**config.mk**
```make
export PLATFORM = sky130hd
export DESIGN_NAME = sys_output_scanner
export DESIGN_NICKNAME = d
export VERILOG_FILES = /design/src/rtl/sys_pkg.sv /design/src/rtl/sys_load_counter.sv /design/src/rtl/sys_output_scanner.sv
export SDC_FILE = /design/constraint.sdc
export NUM_CORES = 1
export LEC_CHECK = 0
export CAP_MARGIN = 5
export CORE_MARGIN = 1
export CORE_UTILIZATION = 43
export CTS_BUF_LIST = sky130_fd_sc_hd__clkbuf_8
export CTS_CLUSTER_SIZE = 20
export DETAILED_ROUTE_END_ITERATION = 10
export PLACE_DENSITY = 0.69
export SLEW_MARGIN = 30
export SYNTH_ARGS = -nofsm -noshare
export SYNTH_HDL_FRONTEND = slang
export SYNTH_SLANG_ARGS = --single-unit
```
**constraint.sdc**
```tcl
create_clock -name SYS_clk -period 2.7 [get_ports SYS_clk]
set_input_delay 0.405 -clock SYS_clk [delete_from_list [all_inputs] [get_ports SYS_clk]]
set_output_delay 0.405 -clock SYS_clk [all_outputs]
set_load 0.05 [all_outputs]
```
**src/rtl/sys_pkg.sv**
```systemverilog
`default_nettype none
// ============================================================================
// Module      : sys_pkg
// Description : Shared types and constants for the system output scanner.
// Revision    : 1.0 - initial release
// ============================================================================
package sys_pkg;

    typedef enum logic [1:0] {
        ST_IDLE   = 2'd0,
        ST_SETTLE = 2'd1,
        ST_SAMPLE = 2'd2,
        ST_DWELL  = 2'd3
    } state_t;

    localparam int c_LED_W = 27;
    localparam int c_SEL_W = 8;
    localparam int c_CNT_W = 16;

endpackage
`default_nettype wire

```
**src/rtl/sys_load_counter.sv**
```systemverilog
`default_nettype none
// ============================================================================
// Module      : sys_load_counter
// Description : Loadable down-counter with decrement enable and zero flag.
// Revision    : 1.0 - initial release
// ============================================================================
module sys_load_counter #(
    parameter int WIDTH = 16
) (
    input  logic             i_clk,
    input  logic             i_rst_n,
    input  logic             i_load,
    input  logic [WIDTH-1:0] i_load_val,
    input  logic             i_dec,
    output logic             o_zero
);

    logic [WIDTH-1:0] r_cnt;

    always_ff @(posedge i_clk) begin
        if (!i_rst_n) begin
            r_cnt <= '0;
        end else if (i_load) begin
            r_cnt <= i_load_val;
        end else if (i_dec && (r_cnt != '0)) begin
            r_cnt <= r_cnt - 1'b1;
        end
    end

    assign o_zero = (r_cnt == '0);

endmodule
`default_nettype wire

```
**src/rtl/sys_output_scanner.sv**
```systemverilog
`default_nettype none
// ============================================================================
// Module      : sys_output_scanner
// Description : Round-robin sweep of the system output select with settle,
//               sample and dwell phases; publishes each captured LED word.
// Revision    : 1.0 - initial release
// ============================================================================
module sys_output_scanner
    import sys_pkg::*;
#(
    parameter int NUM_SEL = 8,
    parameter int LED_W   = c_LED_W,
    parameter int SETTLE  = 2,
    parameter int DWELL   = 16
) (
    input  logic             SYS_clk,
    input  logic             SYS_reset,
    input  logic             enable,
    input  logic             hold,
    input  logic [LED_W-1:0] SYS_leds,
    output logic [7:0]       SYS_output_sel,
    output logic             cap_valid,
    output logic [7:0]       cap_index,
    output logic [LED_W-1:0] cap_data,
    output logic [LED_W-1:0] disp_data,
    output logic             frame_done
);

    localparam logic [c_SEL_W-1:0] c_LAST_SEL  = c_SEL_W'(NUM_SEL - 1);
    localparam logic [c_CNT_W-1:0] c_SETTLE_LD = c_CNT_W'(SETTLE - 1);
    localparam logic [c_CNT_W-1:0] c_DWELL_LD  = c_CNT_W'(DWELL - 1);

    state_t               r_state;
    state_t               w_state_nxt;
    logic [c_SEL_W-1:0]   r_sel;
    logic [c_SEL_W-1:0]   r_cap_index;
    logic [LED_W-1:0]     r_cap_data;
    logic [LED_W-1:0]     r_disp_data;
    logic                 r_cap_valid;
    logic                 r_frame_done;

    logic w_set_load, w_set_dec, w_set_zero;
    logic w_dwl_load, w_dwl_dec, w_dwl_zero;
    logic w_capture,  w_advance;

    sys_load_counter #(.WIDTH(c_CNT_W)) u_settle_cnt (
        .i_clk      (SYS_clk),
        .i_rst_n    (SYS_reset),
        .i_load     (w_set_load),
        .i_load_val (c_SETTLE_LD),
        .i_dec      (w_set_dec),
        .o_zero     (w_set_zero)
    );

    sys_load_counter #(.WIDTH(c_CNT_W)) u_dwell_cnt (
        .i_clk      (SYS_clk),
        .i_rst_n    (SYS_reset),
        .i_load     (w_dwl_load),
        .i_load_val (c_DWELL_LD),
        .i_dec      (w_dwl_dec),
        .o_zero     (w_dwl_zero)
    );

    // Dropping enable beats hold in every active state; hold only stalls counting.
    always_comb begin
        w_state_nxt = r_state;
        w_set_load  = 1'b0;
        w_set_dec   = 1'b0;
        w_dwl_load  = 1'b0;
        w_dwl_dec   = 1'b0;
        w_capture   = 1'b0;
        w_advance   = 1'b0;
        case (r_state)
            ST_IDLE: begin
                if (enable) begin
                    w_state_nxt = ST_SETTLE;
                    w_set_load  = 1'b1;
                end
            end
            ST_SETTLE: begin
                if (!enable) begin
                    w_state_nxt = ST_IDLE;
                end else if (!hold) begin
                    if (w_set_zero) begin
                        w_state_nxt = ST_SAMPLE;
                    end else begin
                        w_set_dec = 1'b1;
                    end
                end
            end
            ST_SAMPLE: begin
                if (!enable) begin
                    w_state_nxt = ST_IDLE;
                end else begin
                    w_capture   = 1'b1;
                    w_dwl_load  = 1'b1;
                    w_state_nxt = ST_DWELL;
                end
            end
            ST_DWELL: begin
                if (!enable) begin
                    w_state_nxt = ST_IDLE;
                end else if (!hold) begin
                    if (w_dwl_zero) begin
                        w_advance   = 1'b1;
                        w_set_load  = 1'b1;
                        w_state_nxt = ST_SETTLE;
                    end else begin
                        w_dwl_dec = 1'b1;
                    end
                end
            end
            default: begin
                w_state_nxt = ST_IDLE;
            end
        endcase
    end

    always_ff @(posedge SYS_clk) begin
        if (!SYS_reset) begin
            r_state      <= ST_IDLE;
            r_sel        <= '0;
            r_cap_index  <= '0;
            r_cap_data   <= '0;
            r_disp_data  <= '0;
            r_cap_valid  <= 1'b0;
            r_frame_done <= 1'b0;
        end else begin
            r_state      <= w_state_nxt;
            r_cap_valid  <= w_capture;
            r_frame_done <= w_capture && (r_sel == c_LAST_SEL);
            if (w_advance) begin
                r_sel <= (r_sel == c_LAST_SEL) ? '0 : r_sel + 1'b1;
            end
            if (w_capture) begin
                r_cap_data  <= SYS_leds;
                r_cap_index <= r_sel;
                r_disp_data <= SYS_leds;
            end
        end
    end

    assign SYS_output_sel = r_sel;
    assign cap_valid      = r_cap_valid;
    assign cap_index      = r_cap_index;
    assign cap_data       = r_cap_data;
    assign disp_data      = r_disp_data;
    assign frame_done     = r_frame_done;

endmodule
`default_nettype wire

```
# == Word level (Yosys, flattened, before mapping) ==
# Cells that the tools add are included.
# op_classes
addsub,3
n_eq_ne,9
mux,29
bitwise_logic,1
n_reduce_logical,13
# op_table
cell,count
$logic_not A16 Y1,2
$reduce_bool A16 Y1,2
$sub A16 B1 Y16 const B,2
$mux W1,16
$mux W2,8
$add A8 B1 Y8 const B,1
$eq A8 B3 Y1 const B,1
$mux W4,2
$mux W8,1
$pmux W2 S4,1
$ne A3 B2 Y1 const B,2
$ne A3 B3 Y1 const B,2
$reduce_and A5 Y1,1
$eq A2 B2 Y1 const B,2
$reduce_bool A2 Y1,2
$reduce_or A2 Y1,2
$logic_and A1 B1 Y1,3
$eq A2 B1 Y1 const B,1
$logic_not A2 Y1,1
$ne A2 B2 Y1 const B,1
$pmux W1 S2,1
$not A1 Y1,1
# word_totals
ff_bits,79
out_inout_bits,72

# == Depth between registers and ports, before layout ==
# Gate-level depths: netlist of the first run.
# logic_depth
depth_word,8
mapped_depth,8
mapped_depth_nobuf,7

# == Hierarchy ==
# From an unflattened synthesis of the first run, not the netlist that was laid out.
# unflattened
hier_cells,485
area_unflattened_um2,4041.4
# modules_own_cells
mod,n_inst,cells_each,area_each_um2,seq_area_each_um2
sys_output_scanner,1,257,2197.1,940.9
sys_load_counter,2,114,922.1,320.3

# == Least setup slack after synthesis of the first run ==
# Ideal clock, no wire load.
# synth_timing
path_kind,register to register
startpoint,register u_dwell_cnt.r_cnt[0]
endpoint,register u_settle_cnt.r_cnt[11]
setup_time_ps,117
arrival_ps,2072
required_time_ps,2583
path_slack_ps,510
path_stages_with_launch,9
path_buffers,1
synth_period_minus_slack_ps,2190
path_cell_list,dfxtp_1 inv_1 ha_1 or4b_2 nor4_4 a22oi_1 o21ai_2 buf_2 nor2_1
# synth_via
elab_chain_cells,6
# synth_rtl
item,line_no,text
"start, declared",sys_load_counter.sv:18,logic [WIDTH-1:0] r_cnt;
"start signal, assigned",sys_load_counter.sv:24,r_cnt <= i_load_val;
"start signal, assigned",sys_load_counter.sv:26,r_cnt <= r_cnt - 1'b1;
$logic_not A16 Y1,sys_load_counter.sv:30,assign o_zero = (r_cnt == '0);
$mux W1,sys_output_scanner.sv:104,if (w_dwl_zero) begin
$mux W1,sys_output_scanner.sv:103,end else if (!hold) begin
$mux W1,sys_output_scanner.sv:101,if (!enable) begin
$pmux W1 S2,sys_output_scanner.sv:73,case (r_state)
$reduce_or A2 Y1 (no source line),n/a,
"end signal, assigned",sys_load_counter.sv:24,
"end signal, assigned",sys_load_counter.sv:26,
"end, declared",sys_load_counter.sv:18,
# No other way between the ends.
# A chain may end at the register's enable or synchronous reset.

# == Worst setup path in the final report of the first run ==
# layout_timing
startpoint,register u_dwell_cnt.r_cnt[0]
endpoint,register u_dwell_cnt.r_cnt[8]
# layout_via
elab_chain_cells,6
word_cells_on_any_way,8
cone_classes,1 x add/sub; 4 x mux; 3 x reduce/logical
# layout_rtl
item,line_no,text
$logic_not A16 Y1,sys_load_counter.sv:30,
$mux W1,sys_output_scanner.sv:104,
$mux W1,sys_output_scanner.sv:103,
$mux W1,sys_output_scanner.sv:101,
$mux W1,sys_output_scanner.sv:73,
$logic_and A1 B1 Y1,sys_load_counter.sv:25,end else if (i_dec && (r_cnt != '0)) begin
# Parallel ways exist; a longest one is shown, timed or not.

==> metrics, run 1 <==
post-synthesis compound-gate area fraction=0.1378; Finished Cell Area=roughly 5100 µm²; clk slew on worst S/H paths=0.08 ns; Synth Area in Simple Gates=0.2801; H-tree lvl count=3; share of cells above drive strength 1=0.08582; final setup TNS=0 ns; status=completed; Synth Area in XOR/XNOR=0.06521; IO Pins=103; Overall Global Routing Usage=0.1848; share of the synthesized area in the top cell type=0.4060; Largest stage delay, worst path=about 0.65 ns; synth top area cells=dfxtp_1 (41%), nand2_1 (7.9%), a21boi_0 (7.7%); fmax=455.9 MHz; dpl hpwl=6178 µm; Post-Syn Nets=492; register area share after synthesis=0.4060; Arr. time, crit path=2.41 ns; Initial Util=0.4445; minimum clock period=2.193 ns; DRC Markers=0; Worst setup SP type=flop; RSZ-0062 raised after global routing=no; placed cell areas=4873 µm²; Relative slew margins=0.5357; Crit. End Element=flop; pwr dens=483.7 nW/µm²; global route overflow=0; Setup Skew=about 0.0077 ns; core box area=a little under 9000 µm²; Yosys cell types=51; Post-Route WL=roughly 8500 µm; top cell family by delay on the critical path=simple AND/OR/NAND/NOR gates; Peak VDD IR=256.2 µV; die area=9443 µm²; leakage power=between 1.5 and 2 nW; post_cts resized=0; antenna violations before repair=0; ys flop type=dfxtp_1; TritonCTS clock tree=built; Post-synth EDFFs=0; Buf+Inv Stages, Crit Path=1; area of the multi-input gates=2004 µm²; Setup CP Type=reg2reg; hold-critical path endpoint=cap_index[3]; Storage cell area=approximately 1600 µm²; Die Width=97.18 µm; Hold Crit Start=cap_index[3]; Antenna Nets Post-Route=0; Setup Buffers After CTS=0; crit path launch=u_dwell_cnt.r_cnt[0]; post-synthesis mux area share=0.002570; Synth Warn #=0; Clk Latency, worst-skew pair=0.34 ns; FF-to-FF path depth=7; Slowest cell on crit path=or4b_2; vias after detailed routing=between 3k and 4k; WHS Path Cells=2; main combinational cell family by area after synthesis=simple AND/OR/NAND/NOR gates; Final #Nets=571; Rows=34; final period utilization=0.8124; GP Congestion=0.8088; Mapped Area=between 3000 and 4000 µm²; largest net degree at the start of global routing=21; maxcap violations=0; vias in the first global route=between 3k and 4k; worst min path class=reg2reg; Mapped Avg Cell Area=8.617 µm²; Slew Viols, Final=0; die height=97.18 µm; Worst-Margin Slew=0.6905 ns; CTS Hold Buffers Added=0; CTS Buf Count=9; Async SR Flop Fraction=0; # diodes=0; TritonRoute pass-1 iters=4; cell taking the most area after synthesis=dfxtp_1; R2R Setup Slk=slightly above 0.5 ns; root buffer cell=clkbuf_8; RR Startpoint=u_dwell_cnt.r_cnt[0]; CP required=a little under 3 ns; maximum root-to-sink buffer count=2; DR iter-0 viols=113; WL/cell=~13 µm; Synth Register Bits=79; Cells after Synth=between 400 and 500; CP cell instances=inv_1 > ha_1 > or4b_2 > o311ai_0 > nor4_1 > xnor2_1 > nor2_1; vias per cell=5.238; Synth Area in Adders=0.02891; synth-to-layout area growth=29.97%; FILL cells=789; crit-path max FO=3; setup violators final=0; PortBufs=a little over 100; R2R Path End=u_dwell_cnt.r_cnt[8]; CTS Sinks=79; Final Hold Viols=0; first-pass GRT wire length=14660 µm
stage by stage:
step,hold WS [ns],utilization,power (mW),instances,worst slack [ns]
floorplan,0.4569,-,1.496,452,0.5105
detailed placement,0.4561,0.5561,1.626,628,0.2472
CTS,0.4670,0.5777,2.479,644,0.4891
global placement,0.4489,0.5561,1.619,628,0.3005
finish,0.4627,0.5777,2.449,644,0.5066
global route,0.4941,0.5777,2.565,644,0.3267
cell type report:
class / instances / area share
clock buffer: 9 / 0.02447
inverter: 7 / 0.005190
multi-input combinational: 318 / 0.3959
timing repair buffer: 116 / 0.2224
sequential: 79 / 0.3124
tap: 108 / 0.02669
clock inverter: 7 / 0.01285
sequential cells by signal, summed over array words and instances (netlist names):
name / cells
SYS_output_sel: 8
r_state: 2
cap_index: 8
frame_done: 1
u_settle_cnt.r_cnt: 16
cap_valid: 1
disp_data: 27
u_dwell_cnt.r_cnt: 16
cell usage after synthesis (9+ instances only):
cell and instances:
nand3_1 10, xnor2_1 26, nor2_1 30, nand2_1 82, nor3_1 11, a21boi_0 40, or3_1 12, ha_1 9
dfxtp_1 79, nor4_1 15, clkbuf_1 20, buf_4 27
cell families (layout without fill, tap and decap cells):
| logic type | after synthesis | count (layout) |
|---|---|---|
| adders and majority gates | 9 | 9 |
| buffers and inverters | 55 | 139 |
| AOI/OAI and AO/OA | 74 | 74 |
| DFF | 79 | 79 |
| and+or+nand+nor | 205 | 205 |
| muxes | 1 | 1 |
| xor gates and xnor gates | 29 | 29 |
worst max path at each step:
stage | to | depth (start not counted)
global route | u_dwell_cnt.r_cnt[8] | 7
global placement | u_dwell_cnt.r_cnt[9] | 6
detailed placement | SYS_output_sel[7] | 6
finish | u_dwell_cnt.r_cnt[8] | 7
floorplan | u_settle_cnt.r_cnt[11] | 8
CTS | u_dwell_cnt.r_cnt[8] | 7
layer usage:
metal	global-route usage	part of all wire	vias up
met5	0	0	-
met4	0.04592	0.0076	0
met3	0.04892	0.061	8
met2	0.3115	0.46	99
met1	0.2341	0.47	1576
li1	-	-	1690
placed cells by master, fill, tap and decap left out, types with 4 or more instances in the layout:
| master | n |
|---|---|
| inv_1 | 8 |
| a21boi_0 | 40 |
| ha_1 | 9 |
| nor4_1 | 15 |
| and2_1 | 7 |
| dfxtp_1 | 79 |
| buf_4 | 14 |
| or3_1 | 12 |
| clkbuf_8 | 9 |
| clkdlybuf4s50_1 | 102 |
| nand2_1 | 82 |
| nor3_1 | 11 |
| a21oi_1 | 8 |
| nand2b_1 | 4 |
| o21ai_0 | 8 |
| or4_1 | 7 |
| xnor2_1 | 26 |
| nand3_1 | 10 |
| nor2_1 | 30 |
report_power, final:
group	switching, mW	internal (mW)
Clock	0.429	0.421
Combinational	0.220	0.169
Sequential	0.0235	1.19
tightest hold or removal path: cells and delay by family (launching register included):
| family | cells | cell delay [ns] |
|---|---|---|
| AOI/OAI and AO/OA | 1 | 0.06 |
| DFF | 1 | 0.31 |
| and+or+nand+nor | 1 | 0.04 |
Note: power is estimated with default switching activity, not from simulation.
==> run 2: changes to the inputs <==
Clock period 2.7 ns to 2.08 ns, I/O delays scaled along.
==> metrics, run 2 (synthesized netlist as in run 1, its figures left out) <==
Setup Skew=0.008582 ns (+0.0009058 ns); FF-to-FF path depth=8 (+1); global route overflow=0 (unchanged); Final Hold Viols=0 (unchanged); TritonRoute pass-1 iters=4 (unchanged); final setup TNS=0 ns (unchanged); minimum clock period=1.974 ns; placed insts=652 (+3.8%); post-place setup slack=-0.2174 ns (-0.4646 ns); WHS Path Cells=2 (unchanged); GP Congestion=0.8324 (+2.9%); RR Startpoint=u_dwell_cnt.r_cnt[1]; DR iter-0 viols=74 (-35%); leakage power=1.956 nW (+9.9%); die height=97.18 µm (unchanged); pwr dens=630.7 nW/µm² (+30%); Initial Util=0.4445 (unchanged); vias after detailed routing=3430 (+1.7%); DRC Markers=0 (unchanged); Peak VDD IR=317.6 µV (+24%); Slew Viols, Final=0 (unchanged); # diodes=0 (unchanged); slack of the critical path=0.1058 ns (-0.4008 ns); CTS Buf Count=9 (unchanged); PortBufs=102 (unchanged); core box area=8763 µm² (unchanged); Slowest cell on crit path=clkdlybuf4s50_1; Largest stage delay, worst path=0.85 ns (+0.20 ns); Overall Global Routing Usage=0.1917 (+0.006936); IO Pins=103 (unchanged); Relative slew margins=0.6484 (+0.1127); H-tree lvl count=3 (unchanged); Antenna Nets Post-Route=0 (unchanged); R2R Setup Slk=0.11 ns (-0.40 ns); max FFs per register=27 (unchanged); Rows=34 (unchanged); Setup CP Type=reg2out; most frequent cells in the layout=clkdlybuf4s50_1 (102), nand2_1 (82), dfxtp_1 (77); Worst setup SP type=flop; CTS Sinks=79 (unchanged); vias in the first global route=3189 (-0.90%); setup violators final=0 (unchanged); die area=9443 µm² (unchanged); Buf+Inv Stages, Crit Path=1 (unchanged); Worst-Margin Slew=0.5258 ns (-0.1647 ns); maximum root-to-sink buffer count=2 (unchanged); worst hold slack=0.4623 ns (-0.0004370 ns); antenna violations before repair=0 (unchanged); final period utilization=0.9491; TritonCTS clock tree=built; first-pass GRT wire length=15000 µm (+2.3%); Post-Route WL=8830 µm (+3.6%); Pwr Total=3.422 mW (+40%); vias per cell=5.127 (-2.1%); synth-to-layout area growth=39.29%; WL/cell=13.20 µm (-0.30%); maxcap violations=0 (unchanged); worst min path class=reg2reg; RSZ-0062 raised after global routing=yes; Hold Crit Start=cap_index[0]; Arr. time, crit path=1.66 ns (-0.75 ns); hold-critical path endpoint=cap_index[0]; Clk Latency, worst-skew pair=0.35 ns (about the same); Crit. End Element=output pin; CP cell instances=clkdlybuf4s50_1; dpl hpwl=6319 µm (+2.3%); crit-path max FO=7 (+4); fmax=slightly above 500 MHz; share of cells above drive strength 1=0.1604 (+0.07461); CP required=1.77 ns (-1.15 ns); non-filler cells, final=669 (+3.9%); R2R Path End=SYS_output_sel[6]; clk slew on worst S/H paths=0.08 ns (about the same); commonest non-fill, non-tap cell in the layout=clkdlybuf4s50_1; root buffer cell=clkbuf_8; top cell family by delay on the critical path=buffers and inverters; Final #Nets=596 (+4.4%); largest net degree at the start of global routing=39 (+86%); Die Width=97.18 µm (unchanged); status=completed
[run 2: cell types whose count changed in the layout (fill, tap and decap cells not counted), sizes merged]
cell | previous run | this run
clkinv | 4 | 2
clkbuf | 9 | 10
bufinv | 1 | 2
buf | 14 | 39
[run 2: final cells by class]
cell class	count	area, µm²
well taps	108	135.1
repair buffers	141	1351
clock inverters	6	85.08
flip-flops and latches	79	1584
fillers	764	3338
inverters	7	26.28
clock buffers	10	137.6
multi-input cells	318	2106
[run 2: per-layer routing]
layer / vias up / part of all wire / track usage
met3: 5 / 0.055 / 0.04173
met2: 96 / 0.46 / 0.3137
met5: - / 0 / 0
li1: 1740 / - / -
met1: 1589 / 0.48 / 0.2537
met4: 0 / 0.0067 / 0.05511
[run 2: where the power goes]
part           leakage [nW]  switching (mW)  internal (mW)
combinational          1.20           0.315          0.275
sequential            0.638          0.0253           1.54
clock                 0.114           0.561          0.704
total                  1.96           0.901           2.52
[run 2: how the worst max path moves through the flow]
stage                           from                     to  slack (ns)  cells past startpoint
3_5_place_dp                  enable   u_dwell_cnt.r_cnt[7]       -0.22                      6
2_1_floorplan   u_dwell_cnt.r_cnt[0]  u_settle_cnt.r_cnt[5]        0.01                      8
5_1_grt        u_dwell_cnt.r_cnt[10]      SYS_output_sel[6]       -0.02                      6
6_report           SYS_output_sel[2]      SYS_output_sel[2]        0.11                      1
4_1_cts                   r_state[1]   u_dwell_cnt.r_cnt[7]       0.008                      6
3_3_place_gp                    hold   u_dwell_cnt.r_cnt[7]       -0.15                      6
[run 2: metrics by stage]
stage | cell area, µm² | util
3_3_place_gp | 5112 | 0.5834
6_report | 5425 | 0.6191
5_1_grt | 5425 | 0.6191
2_1_floorplan | 3923 | -
3_5_place_dp | 5112 | 0.5834
4_1_cts | 5335 | 0.6088
[run 2: repair_timing]
item                       4_1_cts  5_1_grt
gates resized for setup          0       21
setup buffers                    0        1
hold buffers                     0        0
setup endpoints to repair        0       28
